**config.mk**
```make
export PLATFORM = sky130hd
export DESIGN_NAME = rom_dn_sequencer
export DESIGN_NICKNAME = d
export VERILOG_FILES = /design/src/rtl/rom_dn_sequencer.sv
export SDC_FILE = /design/constraint.sdc
export NUM_CORES = 1
export LEC_CHECK = 0
export ABC_AREA = 1
export CAP_MARGIN = 25
export CORE_ASPECT_RATIO = 1.2
export CORE_MARGIN = 2
export CORE_UTILIZATION = 55
export DETAILED_ROUTE_END_ITERATION = 7
export PLACE_DENSITY = 0.92
export SLEW_MARGIN = 20
export SYNTH_ARGS = -nofsm -noshare
export SYNTH_HDL_FRONTEND = slang
export SYNTH_SLANG_ARGS = --single-unit
```
**constraint.sdc**
```tcl
create_clock -name clk_sys -period 4.35 [get_ports clk_sys]
set_clock_uncertainty 0.1 [all_clocks]
set_input_delay 0.435 -clock clk_sys [delete_from_list [all_inputs] [get_ports clk_sys]]
set_output_delay 0.435 -clock clk_sys [all_outputs]
set_load 0.02 [all_outputs]
```
**src/rtl/rom_dn_sequencer.sv**
```systemverilog
// ROM download sequencer: turns the linear ioctl byte stream into per-region ROM write strobes.
// It also owns the arcade core reset and checks that the downloaded image is complete.
`timescale 1ns/1ps
module rom_dn_sequencer #(
  parameter logic [16:0] END_CPU     = 17'h06000,
  parameter logic [16:0] END_TILE    = 17'h08000,
  parameter logic [16:0] END_SPR     = 17'h0A000,
  parameter logic [16:0] END_PROM    = 17'h0A040,
  parameter logic [16:0] END_SND     = 17'h12040,
  parameter int          HOLD_CYCLES = 16
) (
  input  logic        clk_sys,
  input  logic        reset,
  input  logic        ioctl_download,
  input  logic        ioctl_wr,
  input  logic [24:0] ioctl_addr,
  input  logic [7:0]  ioctl_dout,
  input  logic        reset_req,
  output logic [16:0] dn_addr,
  output logic [7:0]  dn_data,
  output logic        cpu_we,
  output logic        tile_we,
  output logic        spr_we,
  output logic        prom_we,
  output logic        snd_we,
  output logic        core_reset,
  output logic        rom_ready,
  output logic        dl_error,
  output logic [17:0] byte_count
);

  typedef enum logic [1:0] {IDLE, LOAD, HOLD, RUN} state_t;

  localparam logic [15:0] HOLD_INIT = 16'(HOLD_CYCLES - 1);

  state_t      state_q;
  logic        dl_q;
  logic [15:0] hold_q;
  logic [17:0] byte_count_q;
  logic        dl_error_q;
  logic        core_reset_q;
  logic        rom_ready_q;
  logic [4:0]  we_q;
  logic [16:0] dn_addr_q;
  logic [7:0]  dn_data_q;

  logic        rise;
  logic        fall;
  logic        wr_load;
  logic        oor;
  logic [4:0]  sel_d;
  logic [16:0] base;
  logic [17:0] byte_count_d;
  logic        dl_error_d;

  assign rise    = ioctl_download & ~dl_q;
  assign fall    = ~ioctl_download & dl_q;
  assign wr_load = ioctl_wr && (state_q == LOAD);

  // Region decode compares the full 25-bit address so stray high address bits count as out of range.
  always_comb begin
    sel_d = '0;
    base  = '0;
    oor   = 1'b0;
    if (ioctl_addr < {8'd0, END_CPU}) begin
      sel_d = 5'b00001;
    end else if (ioctl_addr < {8'd0, END_TILE}) begin
      sel_d = 5'b00010;
      base  = END_CPU;
    end else if (ioctl_addr < {8'd0, END_SPR}) begin
      sel_d = 5'b00100;
      base  = END_TILE;
    end else if (ioctl_addr < {8'd0, END_PROM}) begin
      sel_d = 5'b01000;
      base  = END_SPR;
    end else if (ioctl_addr < {8'd0, END_SND}) begin
      sel_d = 5'b10000;
      base  = END_PROM;
    end else begin
      oor = 1'b1;
    end
  end

  // A write landing with the falling edge must be counted before the length check.
  always_comb begin
    byte_count_d = byte_count_q;
    if (wr_load && (byte_count_q != 18'h3FFFF)) begin
      byte_count_d = byte_count_q + 18'd1;
    end
    dl_error_d = dl_error_q | (wr_load & oor);
  end

  always_ff @(posedge clk_sys) begin
    if (reset) begin
      state_q      <= IDLE;
      dl_q         <= 1'b1;
      hold_q       <= '0;
      byte_count_q <= '0;
      dl_error_q   <= 1'b0;
      core_reset_q <= 1'b1;
      rom_ready_q  <= 1'b0;
      we_q         <= '0;
      dn_addr_q    <= '0;
      dn_data_q    <= '0;
    end else begin
      dl_q <= ioctl_download;
      we_q <= '0;
      if (rise && (state_q != LOAD)) begin
        state_q      <= LOAD;
        byte_count_q <= '0;
        dl_error_q   <= 1'b0;
        core_reset_q <= 1'b1;
        rom_ready_q  <= 1'b0;
      end else begin
        case (state_q)
          LOAD: begin
            if (ioctl_wr) begin
              we_q      <= sel_d;
              dn_data_q <= ioctl_dout;
              dn_addr_q <= ioctl_addr[16:0] - base;
            end
            byte_count_q <= byte_count_d;
            dl_error_q   <= dl_error_d;
            if (fall) begin
              if ((byte_count_d != {1'b0, END_SND}) || dl_error_d) begin
                state_q    <= IDLE;
                dl_error_q <= 1'b1;
              end else begin
                state_q <= HOLD;
                hold_q  <= HOLD_INIT;
              end
            end
          end
          HOLD: begin
            if (reset_req) begin
              hold_q <= HOLD_INIT;
            end else if (hold_q == 16'd0) begin
              state_q      <= RUN;
              core_reset_q <= 1'b0;
              rom_ready_q  <= 1'b1;
            end else begin
              hold_q <= hold_q - 16'd1;
            end
          end
          RUN: begin
            if (reset_req) begin
              state_q      <= HOLD;
              hold_q       <= HOLD_INIT;
              core_reset_q <= 1'b1;
            end
          end
          default: begin
          end
        endcase
      end
    end
  end

  assign dn_addr    = dn_addr_q;
  assign dn_data    = dn_data_q;
  assign cpu_we     = we_q[0];
  assign tile_we    = we_q[1];
  assign spr_we     = we_q[2];
  assign prom_we    = we_q[3];
  assign snd_we     = we_q[4];
  assign core_reset = core_reset_q;
  assign rom_ready  = rom_ready_q;
  assign dl_error   = dl_error_q;
  assign byte_count = byte_count_q;

endmodule
```
==> impl_metrics.env, run 1 <==
export IMPL_outcome="complete, no violations"
export IMPL_worst_path_largest_cell_delay_ns=0.45
export IMPL_diodes=0
export IMPL_worstMarginPinSlew_ns=0.752
export IMPL_p_per_area_nw_per_um2=260
export IMPL_drv_cap=0
export IMPL_die_y_um=97.0
export IMPL_setup_viol=0
export IMPL_avgSynthCellArea_um2=6.53
export IMPL_cp_end_kind="flop"
export IMPL_drive_above_1_share=0.0748
export IMPL_timing_hold_worst_class="flop to flop"
export IMPL_ant_nets=0
export IMPL_hold_path_cell_count=2
export IMPL_critPathBufInv=3
export IMPL_cts_root_buf="clkbuf_8"
export IMPL_clkTransAtPathRegs_ns=0.08
export IMPL_drt_pass1_iter_count=6
export IMPL_dr_first_iter_drc_count=214
export IMPL_core_area_um2=6900
export IMPL_port_buffers=88
export IMPL_grt_overflow=0
export IMPL_gp_congestion=0.951
export IMPL_antenna_found_initial=0
export IMPL_htreeDepth=3
export IMPL_finalWorstSetupSlack_ns=1.25
export IMPL_whs_endpoint="dn_data[6]"
export IMPL_dp_worst_setup_slack_ns=0.942
export IMPL_final_period_utilization=0.713
export IMPL_vias=4180
export IMPL_timing_worst_setup_path_type="input pin to flop"
export IMPL_dpl_hpwl_um=7660
export IMPL_vias_per_cell=5.35
export IMPL_synth_cells=607
export IMPL_die_area_um2=7900
export IMPL_layout_min_cycle_time_ns=3.10
export IMPL_fillerInstances=500
export IMPL_setup_tns_ns=0
export IMPL_synth_edf_count=0
export IMPL_p_leak_nw=2.02
export IMPL_avgRoutedWirePerCell_um=13.2
export IMPL_initial_core_util=0.575
export IMPL_path_delay_family="simple AND/OR/NAND/NOR gates"
export IMPL_hold_violations=0
export IMPL_critPathLaunchType="input pin"
export IMPL_crit_arrival_ns=3.25
export IMPL_grt_pass1_wl_um=17500
export IMPL_grt_max_degree=33
export IMPL_ff2ff_setup_slack_ns=1.51
export IMPL_synth_most_common_cell="nand2_1"
export IMPL_irDropWorstVdd_mv=0.185
export IMPL_cts_hold_fix_buffers=0
export IMPL_grt_pass1_vias=4028
export IMPL_hold_start="dn_data[6]"
export IMPL_crit_required_ns=4.50
export IMPL_rows=33
export IMPL_clk_path_buf_depth=2
export IMPL_synth_flop_cell="dfxtp_1"
export IMPL_synth_top_area_share=0.354
export IMPL_cts_setup_buffers=0
export IMPL_timing_slew_headroom=0.497
export IMPL_ys_ff_latch=70
export IMPL_crit_chain="clkdlybuf4s50_1, nor2_1, nand2_1, o22ai_1, nand2_1, nand2_1, nand2_1, nor2_1, ha_1, ha_1, inv_1, nor2_1, nand2_1, nor2_1, o21bai_1, nand2_1, a21oi_1, nor2_1, xor2_1, o21ai_0, inv_1"
export IMPL_rsz0062_at_grt="false"
export IMPL_clock_latency_ns=0.35
export IMPL_yosysUniqueCellTypes=40
export IMPL_wl_um=10300
export IMPL_numCtsBuffers=9
export IMPL_cts_resized=0
export IMPL_netlist_top_cells_count="nand2_1 (169), nor2_1 (91), dfxtp_1 (70), inv_1 (65), a21oi_1 (42)"
export IMPL_clkSinkCount=70
export IMPL_syn2layout_area_growth_pct=28.6
export IMPL_yosysWarningCount=0
export IMPL_final_nets=735
export IMPL_max_freq_mhz=322
export IMPL_cpMaxStageDelayCell="clkdlybuf4s50_1"
export IMPL_synth_area_top_cells="dfxtp_1 (35%), nand2_1 (16%), nor2_1 (8.6%)"
export IMPL_ys_seq_area_frac=0.354
export IMPL_final_max_slew_viol_count=0
export IMPL_r2r_start="byte_count[0]"
export IMPL_crit_fanout=4
export IMPL_reg2reg_depth=16
export IMPL_io_pins=89
export IMPL_r2r_end="hold_q[14]"
export IMPL_grtUsageTotal=0.275
export IMPL_synth_top_area_cell="dfxtp_1"
export IMPL_drc=0
export IMPL_cts_tree="done"
export IMPL_synth_area_um2=3960
export IMPL_synthArstFlopShare=0
export IMPL_die_x_um=81.5
export IMPL_syn_nets=652
export IMPL_cpMostUsedCell="nand2_1"
## power by group
part	total (mW)	switching [mW]	internal (mW)
Combinational	0.0973	0.0488	0.0485
Clock	0.586	0.261	0.324
Sequential	0.645	0.00202	0.643
## cell families (layout without fill, tap and decap cells)
| logic type | after synthesis | after routing | synth area share |
|---|---|---|---|
| adders and majority gates | 7 | 7 | 0.0221 |
| xor gates and xnor gates | 14 | 14 | 0.0309 |
| AOI/OAI and AO/OA | 85 | 85 | 0.122 |
| buffers and inverters | 87 | 175 | 0.0922 |
| DFF | 70 | 70 | 0.354 |
| and+or+nand+nor | 344 | 344 | 0.380 |
## per-stage QoR
stage	hold WS, ns	area, µm²	total power [mW]	utilization	cells
4_1_cts	0.370	5100	1.33	0.739	782
2_1_floorplan	0.352	3960	0.706	-	607
3_3_place_gp	0.351	4880	0.753	0.707	766
3_5_place_dp	0.358	4880	0.756	0.707	766
5_1_grt	0.383	5100	1.37	0.739	782
6_report	0.368	5100	1.33	0.739	782
## layout by cell type (no fill, tap or decap), types with 4 or more instances in the layout
master and count:
a31oi_1 5, ha_1 7, nor2_2 9, buf_4 4
o21ai_0 18, inv_1 65, nor2_1 91, xor2_1 9
nand3_2 5, or2_2 5, a21oi_1 42, nand3_1 36
clkdlybuf4s50_1 88, nand2_1 169, nand4_1 5, nor3_1 12
o211ai_1 4, dfxtp_1 70, o21bai_1 4, xnor2_1 5
clkbuf_8 9
## area by class of cell
type | count | area, µm² | share of cell area
clock buffer | 9 | 124 | 0.0243
clock inverter | 7 | 98.8 | 0.0194
inverter | 67 | 251 | 0.0493
multi-input combinational | 450 | 2200 | 0.432
sequential | 70 | 1400 | 0.275
tap | 87 | 109 | 0.0213
timing repair buffer | 92 | 911 | 0.179
## tightest hold or removal path: cells and delay by family, from the launching register on
family	cells	cell delay, ns
AO/OA/AOI/OAI	1	0.05
AND/OR/NAND/NOR	1	0.06
flip-flops	1	0.31
## layer usage
metal | routed length, µm | up-vias | global-route usage
met5 | 0 | - | 0
li1 | - | 2105 | -
met3 | 516 | 46 | 0.0476
met1 | 4130 | 1889 | 0.312
met4 | 548 | 0 | 0.166
met2 | 5150 | 140 | 0.465
## state kept, by name, indices dropped and copies added, names as in the netlist
signal      cells
byte_count     18
core_reset      1
dl_error        1
dl_q            1
dn_addr        17
dn_data         8
hold_q         16
rom_ready       1
state_q         2
we_q            5
## worst max path at each step
| stage | start | end | slack (ns) | cells past startpoint |
|---|---|---|---|---|
| global placement | ioctl_addr[9] | dn_addr[16] | 1.14 | 21 |
| detailed placement | ioctl_addr[9] | dn_addr[16] | 0.94 | 21 |
| global route | ioctl_addr[9] | dn_addr[16] | 0.99 | 21 |
| finish | ioctl_addr[9] | dn_addr[16] | 1.25 | 21 |
| floorplan | ioctl_addr[18] | dn_addr[16] | 1.76 | 21 |
| CTS | ioctl_addr[9] | dn_addr[16] | 1.30 | 21 |
Note: power is estimated with default switching activity, not from simulation.
==> run 2: changes to the inputs <==
--- a/config.mk
+++ b/config.mk
@@ -9,9 +9,9 @@
 export CAP_MARGIN = 25
 export CORE_ASPECT_RATIO = 1.2
 export CORE_MARGIN = 2
-export CORE_UTILIZATION = 55
+export CORE_UTILIZATION = 46
 export DETAILED_ROUTE_END_ITERATION = 7
-export PLACE_DENSITY = 0.92
+export PLACE_DENSITY = 0.83
 export SLEW_MARGIN = 20
 export SYNTH_ARGS = -nofsm -noshare
 export SYNTH_HDL_FRONTEND = slang
==> constraint.sdc (replaced) <==
create_clock -name clk_sys -period 2.6 [get_ports clk_sys]
set_clock_uncertainty 0.1 [all_clocks]
set_input_delay 0.26 -clock clk_sys [delete_from_list [all_inputs] [get_ports clk_sys]]
set_output_delay 0.26 -clock clk_sys [all_outputs]
set_load 0.02 [all_outputs]
==> impl_metrics.env, run 2 (synthesis results as in run 1) <==
export IMPL_vias_per_cell=5.37
export IMPL_timing_slew_headroom=0.496
export IMPL_timing_hold_worst_class="input pin to flop"
export IMPL_grt_pass1_wl_um=18000
export IMPL_clkTransAtPathRegs_ns=0.07
export IMPL_dpl_hpwl_um=8580
export IMPL_syn2layout_area_growth_pct=50.1
export IMPL_dp_cells=845
export IMPL_setup_viol=0
export IMPL_dr_first_iter_drc_count=335
export IMPL_drt_pass1_iter_count=5
export IMPL_port_buffers=88
export IMPL_htreeDepth=3
export IMPL_gp_congestion=0.898
export IMPL_cpMostUsedCell="nand2_2"
export IMPL_max_freq_mhz=386
export IMPL_core_area_um2=8470
export IMPL_crit_arrival_ns=2.75
export IMPL_grt_pass1_vias=4178
export IMPL_switching_share=0.242
export IMPL_fillerInstances=592
export IMPL_worstMarginPinSlew_ns=0.755
export IMPL_clkSinkCount=70
export IMPL_grtUsageTotal=0.242
export IMPL_crit_chain="dlymetal6s2s_1, nor2_2, nand2_2, nor3_2, nand2_1, nand2_2, nand2_2, buf_4, buf_4, nand2_2, inv_2, ha_4, inv_1, o21bai_1, nand2_1, a21oi_2, nor2_1, xor2_1, o21ai_1, inv_1"
export IMPL_io_pins=89
export IMPL_die_y_um=106
export IMPL_drv_cap=0
export IMPL_worst_path_largest_cell_delay_ns=0.27
export IMPL_clk_path_buf_depth=2
export IMPL_layout_min_cycle_time_ns=2.59
export IMPL_crit_required_ns=2.76
export IMPL_p_comb_frac=0.097
export IMPL_die_x_um=88.7
export IMPL_utilization=0.702
export IMPL_p_leak_nw=2.55
export IMPL_cp_end_kind="flop"
export IMPL_ant_nets=0
export IMPL_final_period_utilization=0.996
export IMPL_drc=0
export IMPL_final_nets=804
export IMPL_timing_worst_setup_path_type="input pin to flop"
export IMPL_p_sw_mw=0.514
export IMPL_hold_violations=0
export IMPL_crit_fanout=2
export IMPL_layout_commonest_cell="nand2_1"
export IMPL_numCtsBuffers=9
export IMPL_outcome="complete, no violations"
export IMPL_path_delay_family="simple AND/OR/NAND/NOR gates"
export IMPL_vias=4722
export IMPL_initial_core_util=0.468
export IMPL_cpMaxStageDelayCell="ha_4"
export IMPL_clock_latency_ns=0.36
export IMPL_fin_cells=880
export IMPL_wl_um=13400
export IMPL_cts_root_buf="clkbuf_8"
export IMPL_cts_tree="done"
export IMPL_avgRoutedWirePerCell_um=15.2
export IMPL_grt_max_degree=31
export IMPL_irDropWorstVdd_mv=0.320
export IMPL_clockPowerShare=0.395
export IMPL_rows=37
export IMPL_die_area_um2=9380
export IMPL_power_frac_seq=0.508
export IMPL_largest_reg_flops=18
export IMPL_drive_above_1_share=0.223
export IMPL_final_cell_mix="nand2_1 (155), nor2_1 (76), clkdlybuf4s50_1 (69), buf_4 (64), inv_1 (61)"
export IMPL_final_max_slew_viol_count=0
export IMPL_p_per_area_nw_per_um2=356
export IMPL_critPathLaunchType="input pin"
export IMPL_finalPower_mw=2.12
export IMPL_grt_overflow=0
export IMPL_cts_hold_fix_buffers=0
export IMPL_internal_power_mw=1.61
export IMPL_antenna_found_initial=1
export IMPL_critPathBufInv=6
[run 2: timing repair]
action,CTS,global route
gates resized for setup,13,76
endpoints found under the setup margin,4,19
gates cloned,0,3
buffers inserted,2,16
pin swaps,8,39
[run 2: worst reg2reg max path: cells and delay by family, from the launching register on]
family	cells	cell delay, ns
buffers and inverters	2	0.29
DFF	1	0.37
and+or+nand+nor	15	1.68
[run 2: worst paths after layout]
| kind | slack (ns) | cells past startpoint | startpoint | to |
|---|---|---|---|---|
| hold / removal | 0.16 | 3 | ioctl_addr[10] | dn_addr[10] |
| setup / recovery | 0.01 | 20 | ioctl_addr[19] | dn_addr[16] |
| setup reg to reg | 0.05 | 17 | byte_count[5] | hold_q[3] |
| hold reg to reg | 0.36 | 2 | dn_data[3] | dn_data[3] |
[run 2: area by class of cell]
cell class                      count  area, µm²  area share
Antenna cell                        1       2.50    0.000421
Clock buffer                       12        135      0.0227
Clock inverter                      2       35.0     0.00589
Inverter                           67        254      0.0427
Multi-Input combinational cell    451       2410       0.405
Sequential cell                    70       1420       0.238
Tap cell                          117        146      0.0246
Timing Repair Buffer              160       1550       0.261
[run 2: power by group through the flow]
| stage | Clock [mW] | Combinational, mW | Sequential [mW] |
|---|---|---|---|
| 2_1_floorplan | 0 | 0.0767 | 1.11 |
| 3_3_place_gp | 0 | 0.174 | 1.10 |
| 3_5_place_dp | 0 | 0.180 | 1.10 |
| 4_1_cts | 0.839 | 0.185 | 1.08 |
| 5_1_grt | 0.881 | 0.220 | 1.08 |
| 6_report | 0.837 | 0.205 | 1.08 |
[run 2: metal layers]
layer | GRT usage | part of all wire | up-vias
met4 | 0.119 | 0.054 | 0
met1 | 0.260 | 0.36 | 2170
li1 | - | - | 2250
met5 | 0 | 0 | -
met2 | 0.434 | 0.52 | 230
met3 | 0.0501 | 0.060 | 72
[run 2: through the flow]
step           TNS (ns)  setup slack [ns]  hold WS, ns  area, µm²
3_5_place_dp      -4.13            -0.490        0.353       5320
3_3_place_gp      -1.79            -0.305        0.351       5320
5_1_grt          -0.837            -0.196        0.192       5950
2_1_floorplan         0             0.188        0.268       3960
4_1_cts               0            0.0246        0.353       5540
6_report              0            0.0105        0.163       5950
